--- config.mk ---
export PLATFORM = sky130hd
export DESIGN_NAME = mul_seq_ctrl
export DESIGN_NICKNAME = d
export VERILOG_FILES = /design/src/rtl/mul_seq_ctrl.sv
export SDC_FILE = /design/constraint.sdc
export NUM_CORES = 1
export LEC_CHECK = 0
export ABC_AREA = 1
export CORE_ASPECT_RATIO = 0.8
export CORE_MARGIN = 4
export CORE_UTILIZATION = 50
export CTS_CLUSTER_SIZE = 12
export DETAILED_ROUTE_END_ITERATION = 16
export PLACE_DENSITY = 0.67
export RECOVER_POWER = 25
export SLEW_MARGIN = 20
export SYNTH_ARGS = -nofsm -noshare
export SYNTH_HDL_FRONTEND = slang
export SYNTH_SLANG_ARGS = --single-unit
--- constraint.sdc ---
create_clock -name CLK -period 2.65 [get_ports CLK]
set_input_delay 0.53 -clock CLK [delete_from_list [all_inputs] [get_ports CLK]]
set_output_delay 0.53 -clock CLK [all_outputs]
set_load 0.01 [all_outputs]
--- src/rtl/mul_seq_ctrl.sv ---
// Sequential 6-bit signed shift-add multiplier.
// Sign-magnitude core: 5 iterations, truncated 6-bit result plus overflow flag.
module mul_seq_ctrl #(
  parameter int N_ITER = 5
) (
  input  logic       CLK,
  input  logic       RST,
  input  logic       START,
  input  logic [5:0] A,
  input  logic [5:0] B,
  output logic [5:0] M,
  output logic       OF_MUL,
  output logic       BUSY,
  output logic       DONE
);

  typedef enum logic [2:0] {
    S_IDLE,
    S_LOAD,
    S_ITER,
    S_FIX,
    S_DONE
  } state_t;

  state_t state, state_n;

  logic [5:0] a_q, b_q;
  logic [4:0] ma, mb;
  logic       sign;
  logic [9:0] acc;
  logic [2:0] cnt;
  logic [5:0] neg_a, neg_b;
  logic [5:0] prod_lo, m_fix;

  assign neg_a   = ~a_q + 6'd1;
  assign neg_b   = ~b_q + 6'd1;
  assign prod_lo = {1'b0, acc[4:0]};
  assign m_fix   = sign ? (~prod_lo + 6'd1) : prod_lo;

  always_ff @(posedge CLK) begin
    if (RST) state <= S_IDLE;
    else     state <= state_n;
  end

  always_comb begin
    state_n = state;
    unique case (state)
      S_IDLE: if (START) state_n = S_LOAD;
      S_LOAD: state_n = S_ITER;
      S_ITER: if (cnt == 3'(N_ITER - 1)) state_n = S_FIX;
      S_FIX:  state_n = S_DONE;
      S_DONE: state_n = S_IDLE;
      default: state_n = S_IDLE;
    endcase
  end

  always_ff @(posedge CLK) begin
    if (RST) begin
      a_q    <= '0;
      b_q    <= '0;
      ma     <= '0;
      mb     <= '0;
      sign   <= 1'b0;
      acc    <= '0;
      cnt    <= '0;
      M      <= '0;
      OF_MUL <= 1'b0;
    end else begin
      unique case (state)
        S_IDLE: begin
          if (START) begin
            a_q <= A;
            b_q <= B;
          end
        end
        S_LOAD: begin
          // -32 negates to itself, so its low five bits give magnitude 0
          ma   <= a_q[5] ? neg_a[4:0] : a_q[4:0];
          mb   <= b_q[5] ? neg_b[4:0] : b_q[4:0];
          sign <= a_q[5] ^ b_q[5];
          acc  <= '0;
          cnt  <= '0;
        end
        S_ITER: begin
          if (mb[cnt]) acc <= acc + (10'(ma) << cnt);
          cnt <= cnt + 3'd1;
        end
        S_FIX: begin
          M      <= m_fix;
          OF_MUL <= |acc[9:5];
        end
        default: ;
      endcase
    end
  end

  assign BUSY = (state == S_LOAD) || (state == S_ITER) || (state == S_FIX);
  assign DONE = (state == S_DONE);

endmodule

# Word-level counts from Yosys, hierarchy flattened
# Cells that the tools add are included.
# word_totals
ff_bits	46
latch_bits	0
mem_bits_rw	0
rom_bits	0
inputBits	15
output_inout_bits	9
mem_count	0
# op_classes
add_sub_neg	5
multipliers	0
div	0
magnitude_cmp	1
eq_ne	8
n_shift	1
n_mux	11
n_bitwise	4
n_reduce_logical	8
# op_table
operator	count
$pmux W10 S2	1
$pmux W3 S4	1
$add A10 B10 Y10	1
$add A5 B1 Y5 const B	2
$mux W10	1
$mux W5	2
$not A5 Y5	2
$shl A5 B3 Y10	1
$add A6 B1 Y6 const B	1
$eq A3 B2 Y1 const B	2
$eq A3 B3 Y1 const B	2
$mux W3	2
$mux W6	1
$ne A2 B2 Y1 const B	3
$not A5 Y6	1
$pmux W3 S2	1
$reduce_and A2 Y1	3
$reduce_or A5 Y1	1
$lt A3 B4 Y1 const B	1
$add A3 B1 Y3 const B	1
$bmux W1 S3	1
$eq A3 B1 Y1 const B	1
$logic_not A3 Y1	1
$logic_or A1 B1 Y1	2
3 further kinds	3

# Depth between registers and ports, before layout
# Gate-level depths: netlist of the first run.
# logic_depth
depth_word	4
depth_mapped	20
mapped_depth_nobuf	18

# Worst setup path after synthesis of the first run
# No wires, ideal clock.
# synth_path
path_type	reg-to-reg
start	register cnt[0]
end	register acc[6]
setup_time_ns	0.117
t_arrival_ns	2.084
slack_ns	0.449
path_stages_with_launch	17
n_path_buf	2
path_cell_list	dfxtp_1 -> buf_6 -> inv_6 -> buf_12 -> nand2_1 -> nor3_1 -> ha_1 -> inv_1 -> fa_1 -> o21ai_0 -> nand2_1 -> nand2_1 -> nand2_1 -> nand3_1 -> nand2_1 -> inv_1 -> nor2_1
# synth_via
elab_chain_len	4
word_cells_on_any_way	8
cone_classes	add/sub (1); eq/ne (1); shift (1); mux (4); reduce/logical (1)
# synth_rtl
element	line_no	rtl
start, declared	31	logic [2:0] cnt;
start signal, assigned	86	cnt <= cnt + 3'd1;
$shl A5 B3 Y10 or $bmux W1 S3 (tied branches)	85	if (mb[cnt]) acc <= acc + (10'(ma) << cnt);
$add A10 B10 Y10 or $mux W1 (tied branches)	85	
$mux W10 or $ne A2 B2 Y1 (tied branches)	n/a	
$pmux W10 S2 or $reduce_and A2 Y1 (tied branches)	n/a	
end signal, assigned	85	
end, declared	30	logic [9:0] acc;
# Parallel ways exist; a longest one is shown, timed or not. The select of a mux whose other input is x is not followed.
# A chain may end at the register's enable or synchronous reset.

# Final worst setup path of the first run
# layout_path
start	register cnt[0]
end	register acc[8]
# The elaborated chain is that of the path after synthesis.

==> impl_metrics.py, run 1 <==
metrics = {
    "worst_setup_path": {
        "cp-start-kind": "register",
        "worstPathRequired_ps": 2820,
        "worst-path-max-fanout": 12,
        "ff2ff_path_depth": 13,
        "r2r_setup_slack_ps": 240,
        "crit_start": "cnt[0]",
        "rr_startpoint": "cnt[0]",
        "setup.worst_path.end_class": "register",
        "r2r_end": "acc[8]",
        "crit_arrival_ps": 2580,
        "path_class": "register to register",
    },
    "floorplanning": {
        "rows": 23,
        "die_area_um2": 6540,
        "die_x_um": 89.4,
        "die_height_um": 73.1,
        "initial_utilization_pct": 52.3,
        "io_pins": 24,
        "fp.coreArea_um2": 5060,
    },
    "global_routing": {
        "grt_antenna_before_repair": 0,
        "grt_overflow_total": 0,
        "grt_pass1_vias": 2194,
        "grt.total_usage_pct": 19.6,
        "grt_pass1_wl_um": 10100,
        "grt_max_degree": 25,
    },
    "timing": {
        "finalSetupViolCount": 0,
        "period_share_pct": 90.8,
        "slew_headroom_pct": 44.5,
        "fin_crit_ps": 2410,
        "rsz0062_at_grt": "false",
        "slew_violations": 0,
        "timing.fmax_mhz": 416,
        "hold_violations": 0,
        "setup-tns-final_ps": 0,
        "tightestPinTransition_ps": 832,
        "fin_skew_ps": 7.50,
    },
    "final_layout": {
        "drive_gt1_share_pct": 7.05,
        "fin_area_um2": 3000,
        "fin_cells": 459,
        "diodes": 0,
        "final_common_cell": "nand2_1",
        "layout_common_cells": "66 x nand2_1, 46 x o21ai_0, 45 x dfxtp_1",
        "nNetsFinal": 426,
        "area_growth_pct": 13.2,
    },
    "clocking": {
        "post_cts_buffers": 0,
        "cts_tree": "done",
        "cts_buffers": 5,
        "path_clk_slew_ps": 90,
        "htree_num_levels": 2,
        "numClockSinks": 46,
        "clock_path_buffers": 2,
        "cts_root_buf": "clkbuf_8",
        "clk_latency_ps": 300,
    },
    "synthesis": {
        "ys_seq_area_share_pct": 34.7,
        "synth_area_um2": 2650,
        "ys_async_sr_fraction_pct": 0,
        "syn_nets": 404,
        "synth_seq_cells": 46,
        "synth-edff-count": 0,
        "synth_top_area_share_pct": 34.7,
        "synth.distinct_cells": 36,
        "yosys_most_used_dff": "dfxtp_1",
        "synthTopCellsByArea": "dfxtp_1 35%, nand2_1 9.3%, o21ai_0 8.7%",
        "synth_top_cell_by_area": "dfxtp_1",
        "ys_warn_count": 0,
        "syn_inst": 374,
        "syn_area_per_cell_um2": 7.09,
    },
    "placement": {
        "hpwl_um": 4320,
        "port_buffers": 23,
        "gp_congestion": 0.948,
        "placed_area_um2": 2910,
        "dp_cells": 451,
    },
    "detailed_routing": {
        "drtIter0Drc": 162,
        "ant_nets": 0,
        "vias": 2384,
        "wl_per_cell_um": 12.5,
        "via_per_inst": 5.19,
        "firstDrtPassIters": 4,
        "wl_um": 5750,
        "drc_errors": 0,
    },
    "pwr": {
        "p_per_area_nw_per_um2": 552,
        "vdd_ir_drop_max_uv": 361,
        "p_leak_nw": 1.30,
    },
    "worst_hold_path": {
        "hp-start": "b_q[4]",
        "min_to": "b_q[4]",
        "hold_path.class": "register to register",
        "hold_depth": 2,
    },
    "outcome": {
        "status": "completed",
    },
    "flow_run": {
        "cap_violations": 0,
    },
}
[kinds of logic (layout without fill, tap and decap cells)]
family / Yosys count / count (layout) / share of synthesized area (%)
buffers and inverters: 61 / 84 / 10.4
and+or+nand+nor: 133 / 133 / 22.3
DFF: 46 / 46 / 34.7
adders and majority gates: 15 / 15 / 7.37
xor gates and xnor gates: 10 / 10 / 3.30
AOI/OAI and AO/OA: 109 / 109 / 21.8
[Yosys cell counts (2+ instances only)]
master / count
inv_2: 2
inv_1: 43
inv_6: 2
nand2_4: 2
a31oi_1: 8
o21ai_1: 2
nand3_1: 14
xor2_1: 10
nor2_2: 2
nor3_1: 2
a21oi_2: 2
nand3b_1: 2
nor2_1: 35
ha_1: 14
o22ai_1: 2
nand2_2: 3
o21ai_0: 46
a21oi_1: 44
dfxtp_1: 46
nand2_1: 66
clkbuf_1: 7
o211ai_1: 2
nand4_1: 2
buf_6: 2
buf_2: 3
[report_power, final]
group | total [W] | switching, W | internal, W
logic | 0.000383 | 0.000233 | 0.000150
registers | 0.000803 | 0.0000493 | 0.000754
clock network | 0.000470 | 0.000254 | 0.000216
[cell type report]
| class | instances | area [um^2] |
|---|---|---|
| Clock buffer | 7 | 86.3 |
| Clock inverter | 1 | 8.76 |
| Fill cell | 479 | 2060 |
| Inverter | 48 | 193 |
| Multi-Input combinational cell | 267 | 1450 |
| Sequential cell | 46 | 922 |
| Tap cell | 62 | 77.6 |
| Timing Repair Buffer | 28 | 260 |
[how the worst max path moves through the flow]
stage	to	slack, ps	cells past startpoint
after floorplan	acc[6]	450	16
after global routing	acc[6]	5	15
final	acc[8]	240	13
after global placement	acc[9]	180	14
after detailed placement	acc[6]	210	15
after CTS	acc[6]	180	15
[metrics by stage]
stage               util [%]  setup WS (ps)  hold slack [ps]  total power, W
floorplan                  -            449              447         0.00110
global placement        57.5            176              463         0.00119
detailed placement      57.5            211              472         0.00120
CTS                     59.4            177              485         0.00167
global route            59.2           4.79              495         0.00176
finish                  59.2            245              482         0.00166
[what timing repair did]
item | CTS | global route
endpoints found under the setup margin | 0 | 6
hold buffers | 0 | 0
gates resized for setup | 0 | 1
[worst max-delay path, stage by stage, from the launching register on]
cell and delay, ps:
dfxtp_2 450, inv_6 90, nand2_1 60, o21ai_0 120
o21ai_0 310, nor2_1 90, ha_1 350, nand2_1 60
o21ai_0 320, nand2_1 140, nand2_1 90, nand2_1 50
nand3_1 70, a21oi_1 60
[registers in the layout, indices dropped and copies added (netlist names), 3 cells and up]
register	flops
cnt	3
state	3
b_q	6
ma	5
a_q	6
mb	5
M	6
acc	10
[routing by layer]
metal / track usage [%] / up-vias / share of wire (%)
met5: 0 / - / 0
met4: 4.63 / 0 / 0.78
met3: 3.95 / 4 / 4.6
met2: 27.5 / 46 / 40
met1: 30.5 / 1047 / 54
li1: - / 1287 / -
Power figures use the tool's default switching activity.
==> run 2: changes to the inputs <==
--- a/config.mk
+++ b/config.mk
@@ -8,11 +8,10 @@
 export ABC_AREA = 1
 export CORE_ASPECT_RATIO = 0.8
 export CORE_MARGIN = 4
-export CORE_UTILIZATION = 50
+export CORE_UTILIZATION = 57
 export CTS_CLUSTER_SIZE = 12
 export DETAILED_ROUTE_END_ITERATION = 16
-export PLACE_DENSITY = 0.67
-export RECOVER_POWER = 25
+export PLACE_DENSITY = 0.75
 export SLEW_MARGIN = 20
 export SYNTH_ARGS = -nofsm -noshare
 export SYNTH_HDL_FRONTEND = slang
==> impl_metrics.py, run 2 (synthesized netlist as in run 1, its figures left out) <==
metrics = {
    "outcome": {
        "status": "completed",
    },
    "final_layout": {
        "final_common_cell": "nand2_1",
        "layout_common_cells": "66 x nand2_1, 45 x dfxtp_1, 45 x o21ai_0",
        "nNetsFinal": 424,
        "area_growth_pct": 12.1,
        "largest_register_ffs": 10,
        "largest_register": "acc",
        "drive_gt1_share_pct": 6.85,
        "diodes": 0,
    },
    "global_routing": {
        "grt_max_degree": 25,
        "grt.total_usage_pct": 21.1,
        "grt_pass1_wl_um": 9810,
        "grt_pass1_vias": 2113,
        "grt_antenna_before_repair": 0,
        "grt_overflow_total": 0,
    },
    "floorplanning": {
        "initial_utilization_pct": 61.1,
        "io_pins": 24,
        "die_area_um2": 5810,
        "die_x_um": 84.2,
        "die_height_um": 69.0,
        "rows": 21,
        "fp.coreArea_um2": 4340,
    },
    "pwr": {
        "p_leak_nw": 1.28,
        "p_clk_share_pct": 25.8,
        "vdd_ir_drop_max_uv": 358,
        "p_int_w": 0.00109,
        "p_sw_share_pct": 32.6,
        "p_seq_share_pct": 50.0,
        "p_sw_w": 0.000524,
        "p_per_area_nw_per_um2": 542,
        "power_frac_comb_pct": 24.1,
    },
    "worst_hold_path": {
        "hold_path.class": "register to register",
    },
    "worst_setup_path": {
        "cp.buffers_inverters": 3,
        "worst-path-max-fanout": 12,
        "setup.worst_path.end_class": "register",
        "crit_arrival_ps": 2510,
        "slowest_delay_ps": 400,
        "cp_cell_sequence": "inv_6, nand2_1, nor3_1, ha_1, inv_1, fa_1, o21ai_1, nand2_1, nand2_1, nand2_1, nand3_1, nand2_1, inv_1, nor2_1",
        "worstPathRequired_ps": 2850,
        "crit_family": "adder cells",
        "cpMostUsedCell": "nand2_1",
        "cp_slowest_cell": "fa_1",
        "path_class": "register to register",
        "cp-start-kind": "register",
    },
    "flow_run": {
        "cap_violations": 0,
    },
    "clocking": {
        "clk_latency_ps": 300,
        "path_clk_slew_ps": 90,
        "post_cts_buffers": 0,
        "cts_root_buf": "clkbuf_8",
        "clock_path_buffers": 2,
        "numClockSinks": 46,
        "cts_tree": "done",
        "cts_hold_buf": 0,
        "cts_buffers": 5,
        "htree_num_levels": 2,
    },
    "timing": {
        "hold_ws_ps": 486,
        "tightestPinTransition_ps": 749,
        "period_share_pct": 87.2,
        "fin_crit_ps": 2310,
        "setup-tns-final_ps": 0,
        "slew_violations": 0,
        "hold_violations": 0,
        "rsz0062_at_grt": "false",
        "timing.fmax_mhz": 433,
        "fin_skew_ps": 5.58,
        "finalSetupViolCount": 0,
        "slew_headroom_pct": 49.9,
    },
    "detailed_routing": {
        "drtIter0Drc": 170,
        "firstDrtPassIters": 4,
        "wl_per_cell_um": 13.0,
        "ant_nets": 0,
        "drc_errors": 0,
        "via_per_inst": 5.32,
        "wl_um": 5870,
        "vias": 2398,
    },
    "placement": {
        "port_buffers": 23,
        "hpwl_um": 4380,
        "gp_congestion": 0.943,
    },
}
==> run 2: area by class of cell <==
type,instances,area [um^2]
fill,418,1360
tap,57,71.3
inverter,48,193
multi-input combinational,267,1450
clock inverter,1,7.51
clock buffer,6,72.6
sequential,46,922
timing repair buffer,26,253
==> run 2: stage by stage <==
step           setup WS (ps)  std cells  util [%]  instance area (um^2)  power (W)
2_1_floorplan            449        374         -                  2650    0.00110
3_3_place_gp             299        444      66.7                  2890    0.00119
3_5_place_dp             216        444      66.7                  2890    0.00120
4_1_cts                  176        451      68.5                  2970    0.00161
5_1_grt                  121        451      68.5                  2970    0.00170
6_report                 340        451      68.5                  2970    0.00161
==> run 2: power groups by stage <==
stage                     sequential [W]  clock (W)  combinational, W
final                           0.000805   0.000416          0.000389
after global routing            0.000814   0.000450          0.000440
after CTS                       0.000804   0.000424          0.000385
after detailed placement        0.000819          0          0.000383
after global placement          0.000818          0          0.000369
after floorplan                 0.000803          0          0.000296
==> run 2: final timing paths <==
kind / from / endpoint / slack, ps / cells after the start
max reg2reg: cnt[0] / acc[6] / 340 / 14
min reg2reg: b_q[4] / b_q[4] / 490 / 2
max: cnt[0] / acc[6] / 340 / 14
min: b_q[4] / b_q[4] / 490 / 2
==> run 2: what timing repair did <==
item	CTS	global route
hold endpoints to repair	0	0
gates resized for setup	0	2
setup endpoints to repair	0	6
==> run 2: tightest hold or removal path, stage by stage (launching register included) <==
cell	delay [ps]
dfxtp_1	300
inv_1	80
a21oi_1	60
==> run 2: routing by layer <==
| metal | track usage, % | vias to the layer above | routed length, um |
|---|---|---|---|
| met1 | 29.6 | 1060 | 3080 |
| met3 | 4.63 | 8 | 248 |
| met2 | 33.0 | 48 | 2470 |
| met4 | 6.02 | 0 | 62 |
| li1 | - | 1282 | - |
| met5 | 0 | - | 0 |
==> run 3: changes to the inputs <==
==> constraint.sdc (replaced) <==
create_clock -name CLK -period 2.65 [get_ports CLK]
set_input_delay 0.3975 -clock CLK [delete_from_list [all_inputs] [get_ports CLK]]
set_output_delay 0.3975 -clock CLK [all_outputs]
set_load 0.01 [all_outputs]
==> impl_metrics.py, run 3 (synthesized netlist as in run 1, its figures left out) <==
metrics = {
    "outcome": {
        "status": "completed",
    },
    "clocking": {
        "clk_latency_ps": 300,
        "cts_root_buf": "clkbuf_8",
        "cts_hold_buf": 0,
        "path_clk_slew_ps": 80,
        "cts_resized": 0,
        "numClockSinks": 46,
        "post_cts_buffers": 0,
        "htree_num_levels": 2,
        "clock_path_buffers": 2,
        "cts_buffers": 5,
        "cts_tree": "done",
    },
    "placement": {
        "gp_congestion": 0.932,
        "port_buffers": 23,
        "hpwl_um": 4210,
    },
    "final_layout": {
        "largest_register_ffs": 10,
        "area_growth_pct": 12.7,
        "ff_latch_area_um2": 921,
        "largest_register": "acc",
        "final_common_cell": "nand2_1",
        "diodes": 0,
        "multi_input_area_um2": 1450,
        "drive_gt1_share_pct": 7.07,
        "fill_cells": 406,
        "layout_common_cells": "66 x nand2_1, 46 x dfxtp_1, 45 x o21ai_0",
        "nNetsFinal": 426,
    },
    "timing": {
        "period_share_pct": 89.8,
        "setup-tns-final_ps": 0,
        "fin_crit_ps": 2380,
        "timing.fmax_mhz": 420,
        "tightestPinTransition_ps": 501,
        "finalSetupViolCount": 0,
        "fin_skew_ps": 5.72,
        "hold_violations": 0,
        "hold_ws_ps": 485,
        "slew_headroom_pct": 66.5,
        "rsz0062_at_grt": "false",
        "slew_violations": 0,
    },
    "pwr": {
        "finalPower_w": 0.00160,
        "p_per_area_nw_per_um2": 536,
        "p_leak_nw": 1.29,
        "vdd_ir_drop_max_uv": 350,
    },
    "global_routing": {
        "grt_antenna_before_repair": 0,
        "use_met2_pct": 30.4,
        "use_met3_pct": 3.56,
        "grt.total_usage_pct": 20.6,
        "grt_overflow_total": 0,
        "grt_pass1_wl_um": 9540,
        "grt-busiest-layer": "met2",
        "grt_max_degree": 25,
        "grt_pass1_vias": 2114,
        "grtUsageMet1_pct": 30.1,
    },
    "floorplanning": {
        "initial_utilization_pct": 61.1,
        "fp.coreArea_um2": 4340,
        "die_height_um": 69.0,
        "rows": 21,
        "die_x_um": 84.2,
        "die_area_um2": 5810,
        "io_pins": 24,
    },
    "worst_setup_path": {
        "r2r_setup_slack_ps": 270,
        "worst-path-max-fanout": 12,
        "setup.worst_path.end_class": "register",
        "crit_family": "simple AND/OR/NAND/NOR gates",
        "cp.buffers_inverters": 2,
        "cp_slowest_cell": "dfxtp_1",
        "crit_arrival_ps": 2610,
        "cp_cell_sequence": "inv_6, nand2_1, o21ai_0, o21ai_0, o22ai_1, ha_1, nand2_1, nor2_1, nand3_1, nand3_1, inv_1, nand2_1, nand3_1, a21oi_1",
        "path_class": "register to register",
        "cp-start-kind": "register",
        "worstPathRequired_ps": 2880,
        "slowest_delay_ps": 540,
    },
    "detailed_routing": {
        "drtIter0Drc": 186,
        "firstDrtPassIters": 4,
        "drc_errors": 0,
        "wl_um": 5650,
        "via_per_inst": 5.24,
        "vias": 2373,
        "wl_per_cell_um": 12.5,
        "ant_nets": 0,
    },
    "worst_hold_path": {
        "hold_path.class": "register to register",
    },
    "flow_run": {
        "cap_violations": 0,
    },
}
==> run 3: cell types whose count changed in the layout (fill, tap and decap cells not counted), sizes merged <==
| cell | change |
|---|---|
| buf | +2 |
==> run 3: power by group <==
group / switching, W / internal, W / total, W
combinational: 0.000234 / 0.000153 / 0.000387
sequential: 0.0000504 / 0.000753 / 0.000804
clock: 0.000229 / 0.000181 / 0.000410
total: 0.000513 / 0.00109 / 0.00160
==> run 3: final cells by class <==
| class | instances | share of cell area, % |
|---|---|---|
| multi-input combinational | 267 | 48.7 |
| timing repair buffer | 28 | 8.97 |
| tap | 57 | 2.39 |
| clock inverter | 1 | 0.251 |
| inverter | 48 | 6.45 |
| sequential | 46 | 30.8 |
| clock buffer | 6 | 2.43 |
==> run 3: worst paths after layout <==
check	startpoint	depth (start not counted)	endpoint
min reg2reg	a_q[4]	2	a_q[4]
min	a_q[4]	2	a_q[4]
max reg2reg	cnt[0]	14	acc[9]
max	cnt[0]	14	acc[9]
==> run 3: worst reg2reg max path: stages (launching register included) <==
cell,delay (ps)
dfxtp_1,540
inv_6,110
nand2_1,80
o21ai_0,90
o21ai_0,250
o22ai_1,150
ha_1,370
nand2_1,110
nor2_1,150
nand3_1,90
nand3_1,110
inv_1,50
nand2_1,50
nand3_1,60
a21oi_1,120
==> run 3: through the flow <==
stage | utilization, % | area (um^2) | setup WS, ps | instances
after floorplan | - | 2650 | 449 | 374
after global placement | 67.0 | 2910 | 258 | 446
after detailed placement | 67.0 | 2910 | 237 | 446
after CTS | 68.9 | 2990 | 210 | 453
after global routing | 68.9 | 2990 | 11.8 | 453
final | 68.9 | 2990 | 271 | 453
==> run 3: metal layers <==
layer / vias up / wire length (um)
li1: 1278 / -
met1: 1025 / 2990
met2: 61 / 2250
met3: 9 / 311
met4: 0 / 92
met5: - / 0
